--- src/rtl/ram_arbiter.sv ---
// ram_arbiter: shares one single-ported RAM command/response port between the
// instruction-fetch (IF) and load/store (MEM) requesters of the multi-cycle CPU.
// One transaction is outstanding at a time. MEM has fixed priority, but after
// MAX_MEM_STREAK consecutive MEM grants taken while IF was waiting, the next
// tie goes to IF so that instruction fetch always makes progress.
module ram_arbiter #(
    parameter int DW             = 64,
    parameter int MW             = DW / 8,
    parameter int MAX_MEM_STREAK = 4
) (
    input  logic          arb_clk_i,
    input  logic          arb_rst_n_i,
    // instruction-fetch requester
    input  logic          if_req_i,
    input  logic [DW-1:0] if_addr_i,
    output logic          if_gnt_o,
    output logic          if_rvalid_o,
    output logic [DW-1:0] if_rdata_o,
    // load/store requester
    input  logic          mem_req_i,
    input  logic          mem_wen_i,
    input  logic [DW-1:0] mem_addr_i,
    input  logic [DW-1:0] mem_wdata_i,
    input  logic [MW-1:0] mem_wmask_i,
    output logic          mem_gnt_o,
    output logic          mem_rvalid_o,
    output logic [DW-1:0] mem_rdata_o,
    // RAM command/response port
    output logic          ram_req_o,
    output logic          ram_wen_o,
    output logic [DW-1:0] ram_addr_o,
    output logic [DW-1:0] ram_wdata_o,
    output logic [MW-1:0] ram_wmask_o,
    input  logic          ram_ready_i,
    input  logic          ram_rvalid_i,
    input  logic [DW-1:0] ram_rdata_i,
    // sticky protocol error
    output logic          arb_err_o
);

    typedef enum logic [1:0] {
        S_IDLE  = 2'd0,
        S_ISSUE = 2'd1,
        S_WAIT  = 2'd2
    } state_e;

    localparam logic [3:0] STREAK_MAX = 4'(MAX_MEM_STREAK);

    state_e        state_q,     state_d;
    logic [3:0]    streak_q,    streak_d;
    logic          owner_mem_q, owner_mem_d;
    logic          wen_q,       wen_d;
    logic [DW-1:0] addr_q,      addr_d;
    logic [DW-1:0] wdata_q,     wdata_d;
    logic [MW-1:0] wmask_q,     wmask_d;
    logic [DW-1:0] if_rdata_q,  if_rdata_d;
    logic [DW-1:0] mem_rdata_q, mem_rdata_d;
    logic          err_q,       err_d;

    logic grant_if;
    logic grant_mem;
    logic rsp_hit;

    // Pick the winner in IDLE: MEM unless IF has been passed over MAX_MEM_STREAK times.
    always_comb begin
        grant_if  = 1'b0;
        grant_mem = 1'b0;
        if (state_q == S_IDLE) begin
            if (mem_req_i && (!if_req_i || streak_q != STREAK_MAX)) begin
                grant_mem = 1'b1;
            end else if (if_req_i) begin
                grant_if = 1'b1;
            end
        end
    end

    // Next state, command capture, streak bookkeeping and response routing.
    always_comb begin
        // NOTE: every variable gets its hold value first so no path through the
        // branches below leaves it unassigned, which would infer a latch.
        state_d     = state_q;
        streak_d    = streak_q;
        owner_mem_d = owner_mem_q;
        wen_d       = wen_q;
        addr_d      = addr_q;
        wdata_d     = wdata_q;
        wmask_d     = wmask_q;
        if_rdata_d  = if_rdata_q;
        mem_rdata_d = mem_rdata_q;
        err_d       = err_q;

        // A response while nothing is waiting for one is a RAM protocol error.
        if (ram_rvalid_i && state_q != S_WAIT) begin
            err_d = 1'b1;
        end

        case (state_q)
            S_IDLE: begin
                if (!if_req_i) begin
                    streak_d = '0;
                end
                if (grant_mem) begin
                    state_d     = S_ISSUE;
                    owner_mem_d = 1'b1;
                    wen_d       = mem_wen_i;
                    addr_d      = mem_addr_i;
                    wdata_d     = mem_wdata_i;
                    wmask_d     = mem_wmask_i;
                    if (if_req_i && streak_q < STREAK_MAX) begin
                        streak_d = streak_q + 4'd1;
                    end
                end else if (grant_if) begin
                    state_d     = S_ISSUE;
                    owner_mem_d = 1'b0;
                    wen_d       = 1'b0;
                    addr_d      = if_addr_i;
                    wdata_d     = '0;
                    wmask_d     = '0;
                    streak_d    = '0;
                end
            end
            S_ISSUE: begin
                if (ram_ready_i) begin
                    state_d = S_WAIT;
                end
            end
            S_WAIT: begin
                if (ram_rvalid_i) begin
                    state_d = S_IDLE;
                    if (owner_mem_q) begin
                        mem_rdata_d = ram_rdata_i;
                    end else begin
                        if_rdata_d = ram_rdata_i;
                    end
                end
            end
            default: begin
                state_d = S_IDLE;
            end
        endcase
    end

    // State and datapath registers; reset abandons any in-flight transaction.
    always_ff @(posedge arb_clk_i or negedge arb_rst_n_i) begin
        if (!arb_rst_n_i) begin
            state_q     <= S_IDLE;
            streak_q    <= '0;
            owner_mem_q <= 1'b0;
            wen_q       <= 1'b0;
            addr_q      <= '0;
            wdata_q     <= '0;
            wmask_q     <= '0;
            if_rdata_q  <= '0;
            mem_rdata_q <= '0;
            err_q       <= 1'b0;
        end else begin
            // NOTE: non-blocking assignments so every register samples the
            // pre-edge value of the others, regardless of statement order.
            state_q     <= state_d;
            streak_q    <= streak_d;
            owner_mem_q <= owner_mem_d;
            wen_q       <= wen_d;
            addr_q      <= addr_d;
            wdata_q     <= wdata_d;
            wmask_q     <= wmask_d;
            if_rdata_q  <= if_rdata_d;
            mem_rdata_q <= mem_rdata_d;
            err_q       <= err_d;
        end
    end

    assign if_gnt_o  = grant_if;
    assign mem_gnt_o = grant_mem;

    // ram_req_o depends on state only, never on ram_ready_i or ram_rvalid_i.
    assign ram_req_o   = (state_q == S_ISSUE);
    assign ram_wen_o   = wen_q;
    assign ram_addr_o  = addr_q;
    assign ram_wdata_o = wdata_q;
    assign ram_wmask_o = wmask_q;

    // Response goes straight through in its cycle, then the register holds it.
    assign rsp_hit      = (state_q == S_WAIT) && ram_rvalid_i;
    assign if_rvalid_o  = rsp_hit && !owner_mem_q;
    assign mem_rvalid_o = rsp_hit && owner_mem_q;
    assign if_rdata_o   = if_rvalid_o  ? ram_rdata_i : if_rdata_q;
    assign mem_rdata_o  = mem_rvalid_o ? ram_rdata_i : mem_rdata_q;

    assign arb_err_o = err_q;

endmodule

--- config.mk ---
export PLATFORM = sky130hd
export DESIGN_NAME = ram_arbiter
export DESIGN_NICKNAME = d
export VERILOG_FILES = /design/src/rtl/ram_arbiter.sv
export SDC_FILE = /design/constraint.sdc
export NUM_CORES = 1
export LEC_CHECK = 0
export CORE_AREA = 2 2 214 216
export CTS_BUF_LIST = sky130_fd_sc_hd__clkbuf_16
export DETAILED_ROUTE_END_ITERATION = 8
export DIE_AREA = 0 0 216 218
export PLACE_DENSITY = 0.54
export SKIP_LAST_GASP = 1
export SLEW_MARGIN = 5
export SYNTH_ARGS = -nofsm -noshare
export SYNTH_HDL_FRONTEND = slang
export SYNTH_SLANG_ARGS = --single-unit
--- constraint.sdc ---
create_clock -name arb_clk_i -period 5.7 [get_ports arb_clk_i]
set_clock_uncertainty 0.2 [all_clocks]
set_input_delay 0.855 -clock arb_clk_i [delete_from_list [all_inputs] [get_ports arb_clk_i]]
set_output_delay 0.855 -clock arb_clk_i [all_outputs]
set_load 0.05 [all_outputs]
### Yosys cells after proc, flatten, opt, wreduce, memory -nomap -nowiden

Cells that the tools add are included.

| storage, ports and cells | value |
|---|---|
| output and inout bits | 271 |
| input bits | 271 |
| flip-flop bits (word level) | 273 |

| cells by class | value |
|---|---|
| $lt $le $gt $ge | 1 |
| add/subtract/negate cells | 1 |
| bitwise operators | 1 |
| equality and inequality tests | 7 |
| multiplexer cells | 25 |
| reductions and logical operators | 15 |

Operators with widths:

| kind | count |
|---|---|
| $mux 64 | 6 |
| $mux 4 | 4 |
| $mux 8 | 2 |
| $reduce_and 3->1 | 3 |
| $mux 1 | 8 |
| $mux 2 | 4 |
| $logic_and 1x1->1 | 6 |
| $pmux 2 s3 | 1 |
| $add 4x1->4 const B | 1 |
| $lt 4x3->1 const B | 1 |
| $ne 2x2->1 const B | 2 |
| $ne 4x3->1 const B | 1 |
| $ne 3x3->1 const B | 1 |
| $eq 2x1->1 const B | 1 |
| $eq 2x2->1 const B | 1 |
| $logic_not 1->1 | 2 |
| $logic_not 2->1 | 1 |
| $ne 2x1->1 const B | 1 |
| $reduce_and 2->1 | 1 |
| $reduce_bool 2->1 | 1 |
| $logic_or 1x1->1 | 1 |
| $not 1->1 | 1 |

### Depth between registers and ports, before layout

| logic depth | value |
|---|---|
| depth after elaboration | 8 |
| mapped depth | 7 |
| gate-level depth less buffers | 5 |

### Least setup slack after synthesis

OpenSTA, ideal clock, no wires.

| timing | value |
|---|---|
| path kind | input to output |
| start point | input port if_req_i |
| end point | output port if_gnt_o |
| arrival time | 1987 ps |
| cell stages on the path | 5 |
| required time | 4645 ps |
| slack | 2658 ps |
| path buffers | 2 |
| cell sequence | and4b_4 a21o_1 buf_2 buf_4 and2_1 |

| between the ends | value |
|---|---|
| cells in the longest elaborated chain, start to end | 5 |

RTL lines:

| what | line | RTL |
|---|---|---|
| start, declared | 14 | `input logic if_req_i,` |
| $logic_not 1->1 | - |  |
| $logic_or 1x1->1 | 69 | `if (mem_req_i && (!if_req_i \|\| streak_q != STREAK_MAX)) begin` |
| $logic_and 1x1->1 | 69 |  |
| $mux 1 * | 69 |  |
| $mux 1 * | 68 | `if (state_q == S_IDLE) begin` |
| end, declared | 16 | `output logic if_gnt_o,` |

Mark *: on every way between the ends. The rest lies on a longest branch, timed or not.

### Worst setup path after layout

| timing | value |
|---|---|
| start point | input port ram_rvalid_i |
| end point | output port if_rdata_o[59] |

| between the ends | value |
|---|---|
| cells in the longest elaborated chain, start to end | 3 |

RTL lines:

| what | line | RTL |
|---|---|---|
| start, declared | 35 | `input logic ram_rvalid_i,` |
| $logic_and 1x1->1 | 183 | `assign rsp_hit = (state_q == S_WAIT) && ram_rvalid_i;` |
| $logic_and 1x1->1 | 184 | `assign if_rvalid_o = rsp_hit && !owner_mem_q;` |
| $mux 64 | 186 | `assign if_rdata_o = if_rvalid_o ? ram_rdata_i : if_rdata_q;` |
| end, declared | 18 | `output logic [DW-1:0] if_rdata_o,` |

Every way passes these cells.

==> impl_metrics.csv <==
group,metric,value,unit
critical_path,worstPathRequired,4.64,ns
detailed_routing,dr.pass1.iters,5,
global_routing,grt_max_degree,130,
clocking,clock_sinks,273,
global_routing,grt_pass1_vias,10518,
sta,period_share,79.2,%
clocking,ctsLongestPathBuffers,3,
die,die-area,47100,um2
critical_path,crit_slowest_cell,"clkdlybuf4s50_1",
detailed_routing,drc,0,
pwr,p_leak,8.34,nW
clocking,post_cts_resized,0,
flow_run,max_cap_viol_count,0,
sta,final-hold-violation-count,0,
die,dieWidth,216,um
sta,fmax,222,MHz
pwr,irDropWorstVdd,0.310,mV
sta,maxSlewViolCount,0,
detailed_routing,vias_per_cell,4.72,
placement,place_ws,1.16,ns
global_routing,antenna_found_initial,0,
die,coreArea,44900,um2
sta,worstMarginPinSlew,1.11,ns
critical_path,reg2reg_depth,6,
clocking,cts-buffers-inserted,34,
synth,synthTopCellsByArea,"dfrtp_1 (52%), mux2_2 (15%), mux2_4 (9.2%)",
global_routing,grt_overflow,0,
hold_path,hold_path_class,"primary input to async pin",
clocking,root_buffer,"clkbuf_16",
synth,synth_area_per_cell,13.3,um2
cells_and_area,final_util,44.4,%
cells_and_area,area_growth,51.7,%
synth,ys_ff_latch,273,
critical_path,worst_setup_path_start_kind,"primary input",
sta,finalCriticalPeriod,4.51,ns
die,die_y,218,um
sta,setup_viol,0,
die,ioPinCount,542,
synth,ys_warn_count,0,
die,num_rows,78,
die,start_util,29.2,%
clocking,path_clk_slew,0.06,ns
detailed_routing,routed_wl,42.6,mm
detailed_routing,wire_per_inst,20.1,um
clocking,cts_setup_buffers,0,
synth,yosysUniqueCellTypes,35,
critical_path,crit_arrival,3.46,ns
critical_path,crit_type,"primary input to primary output",
clocking,hold_buffers,0,
synth,synth_top_area_share,52.1,%
placement,place_area,18800,um2
placement,place_congestion,0.791,
global_routing,grt_usage,17.6,%
synth,synth_area,13100,um2
pwr,pwr_density_cell,689,nW/um2
sta,final.setup.tns,0,ns
clocking,htreeDepth,2,
synth,synth_seq_area_share,52.1,%
cells_and_area,diodes,0,
synth,syn_nets,1257,
cells_and_area,fin_area,19900,um2
critical_path,path_buf_inv,3,
cells_and_area,final_common_cell,"clkdlybuf4s50_1",
outcome,outcome,"completed",
synth,synth_top_area_cell,"dfrtp_1",
detailed_routing,drt_iter0_markers,473,
critical_path,worst-path-stages,5,
cells_and_area,fin_nets,1765,
sta,rsz0062_at_grt,"false",
synth,syn_inst,984,
critical_path,crit_fanout,25,
placement,dp_hpwl,29.3,mm
detailed_routing,ant_nets,0,
critical_path,worst_path_most_repeated_cell,"clkdlybuf4s50_1",
cells_and_area,layout_common_cells,"clkdlybuf4s50_1 (540), dfrtp_1 (273), mux2_2 (176), nor2_1 (129), mux2_4 (80)",
placement,numPortBuffers,541,
sta,setup_ws,1.19,ns
clocking,clk_latency,0.52,ns
critical_path,max_stage_delay,0.70,ns
sta,slew_headroom,25.9,%
critical_path,cp-end-kind,"primary output",
global_routing,grt_pass1_wl,64.8,mm
clocking,cts_tree,"built",
critical_path,crit_chain,"clkdlybuf4s50_1 > nor3b_4 > buf_4 > mux2_2 > clkdlybuf4s50_1",
detailed_routing,vias,9987,
critical_path,cp_top_family,"buffers and inverters",
cells_and_area,layout-drive-gt1-share,22.8,%
## flip-flops by register name (all words and copies together), names as in the netlist
register and flops:
if_rdata_q 64, mem_rdata_q 64, ram_addr_o 64, ram_wdata_o 64
ram_wmask_o 8, streak_q 4, state_q 2, arb_err_o 1
owner_mem_q 1, ram_wen_o 1
## where the power goes
| part | switching [mW] | internal [mW] | leakage (nW) | total (mW) |
|---|---|---|---|---|
| Clock | 0.853 | 1.39 | 0.579 | 2.24 |
| Sequential | 0.508 | 2.84 | 3.31 | 3.34 |
| Combinational | 5.05 | 3.09 | 4.46 | 8.14 |
## path summary, 6_finish.rpt
check / startpoint / end / slack (ns)
worst max-delay path: ram_rvalid_i / if_rdata_o[59] / 1.19
worst min-delay path: arb_rst_n_i / if_rdata_q[31]$_DFFE_PN0P_ / 0.13
worst max register to register: streak_q[0]$_DFFE_PN0P_ / ram_addr_o[15]$_DFFE_PN0P_ / 3.08
worst min register to register: arb_err_o$_DFFE_PN0P_ / arb_err_o$_DFFE_PN0P_ / 0.26
max in group asynchronous: arb_rst_n_i / ram_wdata_o[4]$_DFFE_PN0P_ / 3.83
min in group arb_clk_i: arb_err_o$_DFFE_PN0P_ / arb_err_o$_DFFE_PN0P_ / 0.26
## layer usage
layer	global-route usage (%)	wire [um]	vias up
li1	-	-	4640
met3	5.20	3020	51
met1	22.4	18100	4937
met5	0	0	-
met2	29.2	20600	359
met4	4.68	874	0
## cell type report
| type | count | area (um2) |
|---|---|---|
| inverter | 6 | 22.5 |
| sequential | 273 | 6830 |
| clock buffer | 37 | 926 |
| clock inverter | 24 | 230 |
| fill | 4215 | 25000 |
| multi-input combinational | 619 | 5550 |
| timing repair buffer | 558 | 5600 |
| tap | 600 | 751 |
## stage by stage
stage | total power [mW] | hold WS (ns) | std cells
2_1_floorplan | 8.99 | 0.274 | 984
3_3_place_gp | 11.5 | 0.253 | 2056
3_5_place_dp | 11.5 | 0.251 | 2056
4_1_cts | 13.9 | 0.176 | 2117
5_1_grt | 14.4 | 0.177 | 2117
6_report | 13.7 | 0.129 | 2117
## cell usage after synthesis, drive strengths merged
master,count
dfrtp,273
mux2,256
nor2,131
a22o,73
buf,67
a21oi,66
a221oi,64
clkbuf,19
inv,6
nand2,4
o21ai,4
a21o,3
ha,2
or2,2
a211oi,1
a31oi,1
a32o,1
and2,1
and4b,1
nand2b,1
nand3b,1
nand4b,1
nor2b,1
nor3,1
nor3b,1
o21a,1
o22ai,1
or4,1
## cells by family (layout without fill, tap and decap cells)
kind of cell,count (synthesis),count (layout),synth area share [%]
muxes,256,256,24.3
and+or+nand+nor,146,146,4.68
DFF,273,273,52.1
AOI/OAI and AO/OA,215,215,13.0
buffers and inverters,92,625,5.83
adders and majority gates,2,2,0.191
Note: power is estimated with default switching activity, not from simulation.
